**config.mk**
```make
export PLATFORM = sky130hd
export DESIGN_NAME = apb_timer_mc_flat
export DESIGN_NICKNAME = d
export VERILOG_FILES = /design/src/rtl/apb_timer_mc_pkg.sv /design/src/rtl/apb_timer_mc_if.sv /design/src/rtl/apb_timer_mc_timer_channel.sv /design/src/rtl/apb_timer_mc.sv /design/src/flat_wrapper.sv
export SDC_FILE = /design/constraint.sdc
export NUM_CORES = 1
export LEC_CHECK = 0
export ABC_AREA = 1
export CELL_PAD_IN_SITES_DETAIL_PLACEMENT = 1
export CELL_PAD_IN_SITES_GLOBAL_PLACEMENT = 2
export CORE_AREA = 2 2 275 277
export DETAILED_ROUTE_END_ITERATION = 10
export DIE_AREA = 0 0 277 279
export GPL_ROUTABILITY_DRIVEN = 0
export MAX_ROUTING_LAYER = met4
export PLACE_DENSITY = 0.83
export SKIP_LAST_GASP = 1
export SLEW_MARGIN = 20
export SYNTH_ARGS = -nofsm -noshare
export SYNTH_HDL_FRONTEND = slang
export SYNTH_SLANG_ARGS = --single-unit
```
**constraint.sdc**
```tcl
create_clock -name HCLK -period 7.1 [get_ports HCLK]
set_input_delay 2.13 -clock HCLK [delete_from_list [all_inputs] [get_ports HCLK]]
set_output_delay 2.13 -clock HCLK [all_outputs]
set_load 0.02 [all_outputs]
```
**src/rtl/apb_timer_mc_pkg.sv**
```systemverilog
// Shared definitions for the multi-channel APB timer: register map,
// CTRL bit positions and the channel mode/state enumerations.
package apb_timer_mc_pkg;

    localparam logic [4:0] CTRL_OFF  = 5'h00;
    localparam logic [4:0] PRESC_OFF = 5'h04;
    localparam logic [4:0] COUNT_OFF = 5'h08;
    localparam logic [4:0] CMP_OFF   = 5'h0C;
    localparam logic [4:0] STAT_OFF  = 5'h10;

    localparam logic [8:0] CH_STRIDE     = 9'h020;
    localparam logic [8:0] IRQ_STAT_ADDR = 9'h100;
    localparam int         CH_SHIFT      = $clog2(CH_STRIDE);

    localparam int CTRL_EN_BIT   = 0;
    localparam int CTRL_MODE_BIT = 1;
    localparam int CTRL_IE_BIT   = 2;
    localparam int STAT_EXP_BIT  = 0;

    typedef enum logic {ONE_SHOT = 1'b0, PERIODIC = 1'b1} mode_e;
    typedef enum logic {IDLE = 1'b0, RUN = 1'b1} ch_state_e;

endpackage

```
**src/rtl/apb_timer_mc_if.sv**
```systemverilog
// APB slave bus bundle for the timer; the bench drives the master side.
interface apb_timer_mc_if #(
    parameter int ADDR_WIDTH = 12
);
    logic [ADDR_WIDTH-1:0] PADDR;
    logic [31:0]           PWDATA;
    logic                  PWRITE;
    logic                  PSEL;
    logic                  PENABLE;
    logic [31:0]           PRDATA;
    logic                  PREADY;
    logic                  PSLVERR;

    modport master (
        output PADDR, PWDATA, PWRITE, PSEL, PENABLE,
        input  PRDATA, PREADY, PSLVERR
    );

    modport slave (
        input  PADDR, PWDATA, PWRITE, PSEL, PENABLE,
        output PRDATA, PREADY, PSLVERR
    );
endinterface

```
**src/rtl/apb_timer_mc_timer_channel.sv**
```systemverilog
// One timer channel: registers, prescaler, counter and IDLE/RUN FSM.
// The top hands it a qualified write strobe and a word-aligned offset.
module timer_channel
    import apb_timer_mc_pkg::*;
#(
    parameter int CNT_WIDTH   = 32,
    parameter int PRESC_WIDTH = 12
) (
    input  logic        clk,
    input  logic        rst,
    input  logic        wr,
    input  logic [4:0]  off,
    input  logic [31:0] wdata,
    output logic [31:0] rdata,
    output logic        irq
);

    ch_state_e              state, state_next;
    mode_e                  mode;
    logic                   ie;
    logic                   exp;
    logic [PRESC_WIDTH-1:0] presc, pc;
    logic [CNT_WIDTH-1:0]   count, cmp;
    logic                   wr_ctrl, wr_presc, wr_count, wr_cmp, wr_stat;
    logic                   tick, match;
    logic                   unused;

    assign wr_ctrl  = wr && (off == CTRL_OFF);
    assign wr_presc = wr && (off == PRESC_OFF);
    assign wr_count = wr && (off == COUNT_OFF);
    assign wr_cmp   = wr && (off == CMP_OFF);
    assign wr_stat  = wr && (off == STAT_OFF);

    assign tick  = (state == RUN) && (pc == presc);
    assign match = tick && (count == cmp);

    // NOTE: every always_comb output gets a default first so no path can infer a latch.
    always_comb begin
        state_next = state;
        if (wr_ctrl) state_next = wdata[CTRL_EN_BIT] ? RUN : IDLE;
        // A one-shot expiry clears EN even against a same-cycle EN=1 write.
        if (match && (mode == ONE_SHOT)) state_next = IDLE;
    end

    // NOTE: sequential state uses non-blocking assignments so all flops update together.
    always_ff @(posedge clk) begin
        if (rst) state <= IDLE;
        else     state <= state_next;
    end

    always_ff @(posedge clk) begin
        if (rst) begin
            mode  <= ONE_SHOT;
            ie    <= 1'b0;
            exp   <= 1'b0;
            presc <= '0;
            pc    <= '0;
            count <= '0;
            cmp   <= '0;
        end else begin
            if (wr_ctrl) begin
                mode <= mode_e'(wdata[CTRL_MODE_BIT]);
                ie   <= wdata[CTRL_IE_BIT];
            end
            if (wr_presc) presc <= wdata[PRESC_WIDTH-1:0];
            if (wr_cmp)   cmp   <= wdata[CNT_WIDTH-1:0];

            // pc only runs while staying in RUN; entering or leaving RUN parks it at 0.
            if ((state != RUN) || (state_next != RUN) || tick) pc <= '0;
            else                                              pc <= pc + PRESC_WIDTH'(1);

            if (wr_count)                     count <= wdata[CNT_WIDTH-1:0];
            else if (match && mode == PERIODIC) count <= '0;
            else if (tick && !match)          count <= count + CNT_WIDTH'(1);

            if (match)                             exp <= 1'b1;
            else if (wr_stat && wdata[STAT_EXP_BIT]) exp <= 1'b0;
        end
    end

    always_comb begin
        rdata = '0;
        case (off)
            CTRL_OFF: begin
                rdata[CTRL_EN_BIT]   = (state == RUN);
                rdata[CTRL_MODE_BIT] = (mode == PERIODIC);
                rdata[CTRL_IE_BIT]   = ie;
            end
            PRESC_OFF: rdata = 32'(presc);
            COUNT_OFF: rdata = 32'(count);
            CMP_OFF:   rdata = 32'(cmp);
            STAT_OFF:  rdata[STAT_EXP_BIT] = exp;
            default:   rdata = '0;
        endcase
    end

    assign irq    = exp & ie;
    assign unused = ^wdata;

endmodule

```
**src/rtl/apb_timer_mc.sv**
```systemverilog
// Multi-channel APB timer top: address decode, read mux and IRQ merge
// around NUM_CH independent timer_channel instances.
module apb_timer_mc
    import apb_timer_mc_pkg::*;
#(
    parameter int APB_ADDR_WIDTH = 12,
    parameter int NUM_CH         = 4,
    parameter int CNT_WIDTH      = 32,
    parameter int PRESC_WIDTH    = 12
) (
    input  logic              HCLK,
    input  logic              HRESET,
    apb_timer_mc_if.slave     apb,
    output logic [NUM_CH-1:0] irq_o,
    output logic              irq_any_o
);

    logic [8:0]  addr;
    logic [2:0]  ch_idx;
    logic [4:0]  off;
    logic        acc, wr, rd;
    logic        is_irq_stat, is_ch;
    logic [31:0] ch_rdata [NUM_CH];
    logic [31:0] rdata_sel;
    logic        unused;

    assign addr   = apb.PADDR[8:0];
    assign ch_idx = addr[CH_SHIFT +: 3];
    assign off    = {addr[CH_SHIFT-1:2], 2'b00};

    assign acc = apb.PSEL & apb.PENABLE;
    assign wr  = acc & apb.PWRITE;
    assign rd  = acc & ~apb.PWRITE;

    assign is_irq_stat = ({addr[8:2], 2'b00} == IRQ_STAT_ADDR);
    assign is_ch       = !addr[8] && (32'(ch_idx) < NUM_CH) && (off <= STAT_OFF);

    for (genvar c = 0; c < NUM_CH; c++) begin : g_ch
        timer_channel #(
            .CNT_WIDTH  (CNT_WIDTH),
            .PRESC_WIDTH(PRESC_WIDTH)
        ) u_ch (
            .clk  (HCLK),
            .rst  (HRESET),
            .wr   (wr && is_ch && (ch_idx == 3'(c))),
            .off  (off),
            .wdata(apb.PWDATA),
            .rdata(ch_rdata[c]),
            .irq  (irq_o[c])
        );
    end

    always_comb begin
        rdata_sel = '0;
        if (is_irq_stat) begin
            rdata_sel = 32'(irq_o);
        end else if (is_ch) begin
            for (int c = 0; c < NUM_CH; c++) begin
                if (ch_idx == 3'(c)) rdata_sel = ch_rdata[c];
            end
        end
    end

    // IRQ_STAT writes are accepted silently; only unmapped addresses error.
    assign apb.PRDATA  = rd ? rdata_sel : '0;
    assign apb.PSLVERR = acc & ~(is_ch | is_irq_stat);
    assign apb.PREADY  = 1'b1;

    assign irq_any_o = |irq_o;
    assign unused    = ^{apb.PADDR[APB_ADDR_WIDTH-1:9], addr[1:0]};

endmodule

```
**src/flat_wrapper.sv**
```systemverilog
// flat-port wrapper written by rule: the top's interface ports become plain ports
module apb_timer_mc_flat import apb_timer_mc_pkg::*;
#(
    parameter int APB_ADDR_WIDTH = 12,
    parameter int NUM_CH         = 4,
    parameter int CNT_WIDTH      = 32,
    parameter int PRESC_WIDTH    = 12
)
  (HCLK, HRESET, irq_o, irq_any_o, apb_PADDR, apb_PWDATA, apb_PWRITE, apb_PSEL, apb_PENABLE, apb_PRDATA, apb_PREADY, apb_PSLVERR);
  apb_timer_mc_if #(.ADDR_WIDTH(12)) apb_i ();
  input  logic HCLK;
  input  logic HRESET;
  output logic [NUM_CH-1:0] irq_o;
  output logic irq_any_o;
  input wire logic [$bits(apb_i.PADDR)-1:0] apb_PADDR;
  input wire logic [$bits(apb_i.PWDATA)-1:0] apb_PWDATA;
  input wire logic [$bits(apb_i.PWRITE)-1:0] apb_PWRITE;
  input wire logic [$bits(apb_i.PSEL)-1:0] apb_PSEL;
  input wire logic [$bits(apb_i.PENABLE)-1:0] apb_PENABLE;
  output wire logic [$bits(apb_i.PRDATA)-1:0] apb_PRDATA;
  output wire logic [$bits(apb_i.PREADY)-1:0] apb_PREADY;
  output wire logic [$bits(apb_i.PSLVERR)-1:0] apb_PSLVERR;
  assign apb_i.PADDR = apb_PADDR;
  assign apb_i.PWDATA = apb_PWDATA;
  assign apb_i.PWRITE = apb_PWRITE;
  assign apb_i.PSEL = apb_PSEL;
  assign apb_i.PENABLE = apb_PENABLE;
  assign apb_PRDATA = apb_i.PRDATA;
  assign apb_PREADY = apb_i.PREADY;
  assign apb_PSLVERR = apb_i.PSLVERR;
  apb_timer_mc #(.APB_ADDR_WIDTH(APB_ADDR_WIDTH), .NUM_CH(NUM_CH), .CNT_WIDTH(CNT_WIDTH), .PRESC_WIDTH(PRESC_WIDTH)) u_core (.HCLK(HCLK), .HRESET(HRESET), .apb(apb_i), .irq_o(irq_o), .irq_any_o(irq_any_o));
endmodule
```
Word level (Yosys, flattened, before mapping). Cells that the tools add are included.

Mux-type cells: 48. $lt $le $gt $ge: 2. Bitwise gates (word level): 23. Equality and inequality tests: 16. $add $sub $neg: 8. Reductions and logical operators: 79.

Operators by type and width (number): $mux 32 (19); $pmux 29 s3 (4); $add 32x1->32 const B (4); $eq 32x32->1 (4); $logic_and 1x1->1 (51); $add 12x1->12 const B (4); $eq 12x12->1 (4); $pmux 2 s4 (4); $pmux 1 s5 (4); $mux 1 (17); $not 1->1 (14); $eq 3x2->1 const B (4); $reduce_bool 3->1 (4); $and 1x1->1 (8); $logic_or 1x1->1 (8); $reduce_bool 2->1 (4); $reduce_or 2->1 (4); $eq 7x7->1 const B (1); $eq 3x1->1 const B (2); $le 5x5->1 const B (1); $logic_not 1->1 (5); $logic_not 5->1 (1); $reduce_or 4->1 (1); $eq 3x3->1 const B (1); other kinds (3) (3).

Output and inout port bits: 39. Register bits after elaboration: 368. Input port bits: 49. Word-level logic and storage cells: 208.

Longest topological paths before layout. Gate-level depths: netlist of run 1.

Depth in word-level cells: 12. Mapped depth: 16. Mapped depth without buffers: 14.

Cells and area by module. Synthesis of run 1 repeated with hierarchy kept, for this count alone.

Cells, all modules: 4566. Area, all modules: 27010.9 um2.

Modules (own cells, without submodules): timer_channel at u_core.g_ch[0].u_ch ... (cells an instance 1070, area each 6366.1 um2, times used 3); timer_channel at u_core.g_ch[3].u_ch (cells an instance 1038, area each 6343.6 um2, times used 1); apb_timer_mc (cells an instance 318, area each 1569.0 um2, times used 1).

Least setup slack after synthesis of run 1. Ideal clock, no wire load.

Path type: in2out. Start point: in apb_PADDR[4]. End point: out apb_PRDATA[24]. Stages on the path: 7. Data arrival time: 3.737 ns. Setup slack: 1.233 ns. Cell sequence: inv_2 -> nand3_2 -> buf_2 -> clkbuf_1 -> o22ai_1 -> nand2_1 -> a311oi_1.

Word-level cells in the longest chain between the ends: 9. Elaborated cells between the ends (all ways): 17. Those cells by class: order compare: 1; eq/ne: 4; mux: 11; reduce/logical: 1.

Ends and longest elaborated chain: from (decl) (line flat_wrapper.sv:15) `input wire logic [$bits(apb_i.PADDR)-1:0] apb_PADDR;`; $eq 3x2->1 or $eq 3x1->1 (tied branches) (line apb_timer_mc_timer_channel.sv:83) `case (off)`; $pmux 29 s3 (line apb_timer_mc_timer_channel.sv:83); $mux 32 (4 in series) (line apb_timer_mc.sv:59) `if (ch_idx == 3'(c)) rdata_sel = ch_rdata[c];`; $mux 32 (line apb_timer_mc.sv:57) `end else if (is_ch) begin`; $mux 32 (*) (line apb_timer_mc.sv:55) `if (is_irq_stat) begin`; $mux 32 (*) (line apb_timer_mc.sv:65) `assign apb.PRDATA = rd ? rdata_sel : '0;`; to (decl) (line flat_wrapper.sv:20) `output wire logic [$bits(apb_i.PRDATA)-1:0] apb_PRDATA;`.

Mark *: on every way between the ends. The rest lies on a longest branch, timed or not.

Worst setup path after layout of run 1.
Start point: in apb_PADDR[4]. End point: out apb_PRDATA[26].

The elaborated chain is that of the path after synthesis.

==> results of run 1 <==
[layer usage]
layer / track usage / vias to the layer above
li1: - / 14650
met1: 0.4372 / 14740
met2: 0.4758 / 834
met3: 0.02694 / 166
met4: 0.09699 / 0
met5: - / -
[final timing paths]
path,start,end,cells after the start
max,apb_PADDR[4],apb_PRDATA[26],11
max reg2reg,u_core.g_ch[1].u_ch.count[26],u_core.g_ch[1].u_ch.count[12],14
min reg2reg,u_core.g_ch[3].u_ch.pc[0],u_core.g_ch[3].u_ch.pc[0],1
min,u_core.g_ch[3].u_ch.pc[0],u_core.g_ch[3].u_ch.pc[0],1
[cell families (layout without fill, tap and decap cells)]
group	Yosys count	after routing	share of synthesized area
multiplexers	7	7	0.002644
buffers and inverters	816	882	0.1232
AO/OA/AOI/OAI	642	642	0.1346
adder cells (fa/ha/maj)	8	8	0.003777
other	1	1	0.0001415
flip-flops	368	368	0.2779
XOR/XNOR	156	156	0.05155
AND/OR/NAND/NOR	2567	2567	0.4062
[cell usage after synthesis (all sizes together) (3+ instances only)]
library cell,instances
nand3,267
nand3b,4
nor2,706
xor2,109
o2111ai,3
nand4,169
o22ai,68
o221ai,21
a22oi,23
dfxtp,368
buf,130
xnor2,47
a21oi,228
ha,8
a31oi,6
nand2,1303
o21ai,257
and2,5
clkbuf,104
inv,578
nor3,95
and3,11
o211ai,5
clkinv,4
a221oi,18
nor3b,5
a211oi,12
mux2i,7
[sequential cells by signal, summed over array words and instances (netlist names)]
signal and count:
u_core.g_ch.u_ch.mode 4, u_core.g_ch.u_ch.state 4, u_core.g_ch.u_ch.count 128, u_core.g_ch.u_ch.ie 4, u_core.g_ch.u_ch.presc 48, u_core.g_ch.u_ch.cmp 128, u_core.g_ch.u_ch.pc 48, u_core.g_ch.u_ch.exp 4
[final cells by class]
class                   instances  share of cell area
multi-input cells            3381              0.5259
clock buffers                  77             0.04968
repair buffers                206             0.06311
inverters                     582             0.07262
clock inverters                16            0.005125
well taps                     969             0.04005
repair inverters                1           0.0001653
flip-flops and latches        368              0.2433
[per-stage QoR]
stage	total power (W)	instances	hold slack (ns)
global route	0.005080	5600	0.4933
global placement	0.002383	5503	0.4526
detailed placement	0.002384	5503	0.4562
floorplan	0.002219	4565	0.4295
finish	0.004967	5600	0.4691
CTS	0.004996	5597	0.4693
[power by group]
| group | total, W | switching [W] | leakage, nW | internal (W) |
|---|---|---|---|---|
| sequential | 0.00207 | 0.00000101 | 2.96 | 0.00207 |
| combinational | 0.000277 | 0.000203 | 10.0 | 0.0000747 |
| clock | 0.00262 | 0.00110 | 0.823 | 0.00153 |
| total | 0.00497 | 0.00130 | 13.8 | 0.00367 |
[worst max-delay path: stages]
cell,delay (ns)
clkdlybuf4s50_1,0.45
inv_2,0.15
nand3_4,0.15
buf_12,0.18
o21ai_0,0.14
buf_4,0.14
o21ai_0,0.18
a21oi_1,0.30
a211oi_2,0.10
nor3_1,0.27
clkdlybuf4s50_1,0.70
[timing repair]
item	4_1_cts	5_1_grt
hold buffers	0	0
gates cloned	0	1
buffers inserted	1	2
endpoints found under the setup margin	13	29
gates resized for setup	7	15
==> metrics.cfg, run 1 <==
[run_status]
status=completed

[finish]
final_cell_mix=1295 x nand2_1, 686 x nor2_1, 551 x inv_1
multi_input_area_mm2=0.01592
utilization=0.4087
diodes=0
syn2layout_area_growth_pct=14.22
fillers=10060
drive_gt1_frac=0.05981
layout.nets=4647
final-seq-area_mm2=0.007367
final_common_cell=nand2_1
finish.instance_area_mm2=0.03027

[placement]
dp_hpwl_um=86730
dpl_cell_area_mm2=0.02853
io_buffers=81
dp_slack_ns=-0.1466

[clock_network]
cts_buffers=50
cts_tree=built
clockBufferDepth=3
path_clk_slew_ns=0.05
cts_max_level=2
clk_latency_ns=0.63
cts_sinks=368
ctsRootBufferMaster=clkbuf_16

[timing]
max_slew_margin=0.1852
max_freq_ghz=0.1421
hold_violations=0
period_needed_ns=7.035
setup_viol=0
fin_crit_sh=0.9909
worst_pin_slew_ns=1.218
worst_slack_ns=0.06468
tns_ns=0
slew_violations=0
rsz0062_at_grt=yes
finClkSkew_ns=0.02565

[global_route]
grt_max_degree=150
grt_pass1_wl_um=181800
overflow=0
antenna_found_initial=0
grt_pass1_vias=29490
grt_use_total=0.3123

[die]
die_h_um=279
dieArea_mm2=0.07728
initial_utilization=0.3578
core_area_mm2=0.07407
die_w_um=277
row_count=100
io_pins=88

[routing]
drtAntennaViolNets=0
routed_via_density=5.426
drc=0
routed_wl_um=120000
wire_per_inst_um=21.43
met2_length_um=51930
wl_met3_um=6103
drt_pass1_iterations=7
met1Wirelength_um=58200
vias=30390
top_layer_used=met4
drtIter0Drc=2361

[power_and_ir_drop]
pwr_density_cell_mw_per_mm2=164.1
power_leakage_nw=13.80
peakVddDrop_uv=156.6

[synth]
async_flop_share=0
synth_edf_count=0
synth.distinct_cells=45
synth_area_per_cell_um2=5.806
synth_area_leader_cell=dfxtp_1
synth_top_area_share=0.2779
synthCells=4565
syn_nets=4622
ys_ff_latch=368
synth_area_mm2=0.02651
synth_flop_cell=dfxtp_1
synth_area_leaders=dfxtp_1 28%, nand2_1 18%, nor2_1 9.7%
yosysWarningCount=0
synth_seq_area_share=0.2779

[worst_setup_path]
cp-start-kind=primary input
cp_max_fo=5
critical_path_class=primary input to output port
endpoint_kind=output port
worstPathArrival_ns=4.91
critPathRequiredTime_ns=4.97
r2r_setup_slack_ns=3.41

[job]
cap_violations=0

[worst_hold_path]
holdCritPathClass=flop to flop

Note: power is estimated with default switching activity, not from simulation.
==> inputs of run 2 (changes only) <==
Settings changed: PLACE_DENSITY 0.83 to unset, PLACE_DENSITY_LB_ADDON set to 0.1.
==> metrics.cfg, run 2 (same netlist as run 1, synthesis figures left out) <==
[finish]
final_cells=5592  ; -0.14%
final_cell_mix=1295 x nand2_1, 684 x nor2_1, 551 x inv_1
drive_gt1_frac=0.05993  ; +0.0001165
fillers=10110  ; +0.53%
layout.nets=4641  ; -0.13%
finish.instance_area_mm2=0.03014  ; -0.43%
reg_top3=u_core.g_ch.u_ch.cmp x128, u_core.g_ch.u_ch.count x128
syn2layout_area_growth_pct=13.73
final_common_cell=nand2_1

[worst_setup_path]
r2r_setup_slack_ns=3.45  ; +0.04 ns
cp_max_fo=4  ; -1
endpoint_kind=output port
worstPathArrival_ns=4.96  ; +0.05 ns
critical_path_class=primary input to output port
critPathRequiredTime_ns=4.97  ; about the same
cp-start-kind=primary input

[die]
initial_utilization=0.3578  ; unchanged
dieArea_mm2=0.07728  ; unchanged
core_area_mm2=0.07407  ; unchanged
io_pins=88  ; unchanged
row_count=100  ; unchanged
die_w_um=277  ; unchanged
die_h_um=279  ; unchanged

[placement]
dpl_cell_area_mm2=0.02848  ; -0.18%
dp_hpwl_um=89250  ; +2.9%
io_buffers=81  ; unchanged
placed_cells=5500  ; -0.055%

[routing]
routed_wl_um=122700  ; +2.2%
met2_length_um=52840  ; +1.7%
top_layer_used=met4
drtAntennaViolNets=0  ; unchanged
met1Wirelength_um=59280  ; +1.9%
vias=30320  ; -0.24%
drt_pass1_iterations=6  ; -1
drc=0  ; unchanged
routed_via_density=5.421  ; about the same
wl_met3_um=7173  ; +18%
drtIter0Drc=2568  ; +8.8%
wire_per_inst_um=21.93  ; +2.4%

[power_and_ir_drop]
pwr_density_cell_mw_per_mm2=162.1  ; -1.2%
p_clk_frac=0.520  ; -0.008
p_seq_frac=0.423  ; +0.007
peakVddDrop_uv=167.7  ; +7.1%
comb_power_share=0.057  ; about the same
switching_share=0.2632  ; +0.001570
switching_power_w=0.001286  ; -1.0%
p_int_w=0.003600  ; -1.8%
power_leakage_nw=13.75  ; -0.35%

[timing]
setup_viol=0  ; unchanged
finClkSkew_ns=0.01519  ; -0.01046 ns
worst_pin_slew_ns=1.132  ; -0.08652 ns
slew_violations=0  ; unchanged
rsz0062_at_grt=yes
max_slew_margin=0.2446  ; +0.05941
hold_violations=0  ; unchanged
fin_crit_sh=0.9988  ; +0.007941
period_needed_ns=7.092  ; +0.05638 ns
max_freq_ghz=0.1410  ; -0.79%

[clock_network]
cts_buffers=50  ; unchanged
cts_max_level=2  ; unchanged
clk_latency_ns=0.61  ; -0.02 ns
clockBufferDepth=3  ; unchanged
cts_tree=built
hold_buffers=0  ; unchanged
cts_sinks=368  ; unchanged
ctsRootBufferMaster=clkbuf_16
path_clk_slew_ns=0.05  ; about the same

[global_route]
overflow=0  ; unchanged
antenna_found_initial=1  ; +1
grt_pass1_vias=29410  ; -0.26%
grt_use_total=0.3201  ; +0.007798
grt_pass1_wl_um=185000  ; +1.7%
grt_max_degree=128  ; -15%

[run_status]
status=completed

[job]
cap_violations=0  ; unchanged

[worst_hold_path]
holdCritPathClass=flop to flop

[run 2: changes by cell type in the layout (fill, tap and decap cells not counted), moves of 2 or more]
cell	change
clkinv_2	+3
buf_12	-2
clkbuf_1	-2
clkbuf_8	-2
clkinv_8	-2
dlygate4sd2_1	-2
nor2_1	-2
nor2_2	+2
o21ai_0	+2
o21ai_1	-2
[run 2: metrics by stage]
step,setup WS (ns),total power [W],setup TNS [ns],hold slack [ns],util
after floorplan,1.233,0.002219,0,0.4295,-
final,0.008298,0.004885,0,0.4875,0.4070
after CTS,0.03288,0.004925,0,0.4867,0.4060
after global placement,-0.08040,0.002386,-0.3962,0.4573,0.3845
after detailed placement,-0.1320,0.002387,-0.7288,0.4642,0.3845
after global routing,-0.04833,0.005009,-0.06688,0.5057,0.4069
[run 2: layout make-up]
cell class / instances / area (um^2) / share of cell area
Antenna cell: 1 / 2.502 / 0.00008302
Clock buffer: 73 / 1469 / 0.04873
Clock inverter: 17 / 116.4 / 0.003860
Inverter: 582 / 2195 / 0.07280
Multi-Input combinational cell: 3381 / 15940 / 0.5286
Sequential cell: 368 / 7367 / 0.2444
Tap cell: 969 / 1212 / 0.04022
Timing Repair Buffer: 201 / 1847 / 0.06127
[run 2: repair_timing]
action                     4_1_cts  5_1_grt
setup endpoints to repair       11       21
buffers inserted                 0        1
pin swaps                        0        1
resized for setup                2       19
[run 2: worst max-delay path, cell delays in order]
cell and delay (ns):
clkdlybuf4s50_1 0.50, inv_1 0.16, nand3_4 0.15, buf_4 0.22, buf_4 0.15, o22ai_1 0.29
a21oi_1 0.08, o21ai_0 0.16, nand2_1 0.17, a31oi_1 0.20, buf_4 0.15, clkdlybuf4s50_1 0.60
[run 2: final timing paths]
check	from	to	cells past startpoint
setup / recovery	apb_PADDR[2]	apb_PRDATA[11]	12
setup reg to reg	u_core.g_ch[1].u_ch.count[30]	u_core.g_ch[1].u_ch.count[12]	14
hold / removal	u_core.g_ch[0].u_ch.ie	u_core.g_ch[0].u_ch.ie	2
hold reg to reg	u_core.g_ch[0].u_ch.ie	u_core.g_ch[0].u_ch.ie	2
[run 2: metal layers]
metal / GRT usage / vias up
li1: - / 14630
met1: 0.4523 / 14700
met2: 0.4809 / 833
met3: 0.03498 / 150
met4: 0.09058 / 0
met5: - / -
[run 2: power by group through the flow]
| stage | Sequential (W) | Clock, W | Combinational, W |
|---|---|---|---|
| 2_1_floorplan | 0.00211 | 0 | 0.000108 |
| 3_3_place_gp | 0.00211 | 0 | 0.000274 |
| 3_5_place_dp | 0.00211 | 0 | 0.000275 |
| 4_1_cts | 0.00207 | 0.00258 | 0.000276 |
| 5_1_grt | 0.00207 | 0.00265 | 0.000289 |
| 6_report | 0.00207 | 0.00254 | 0.000279 |
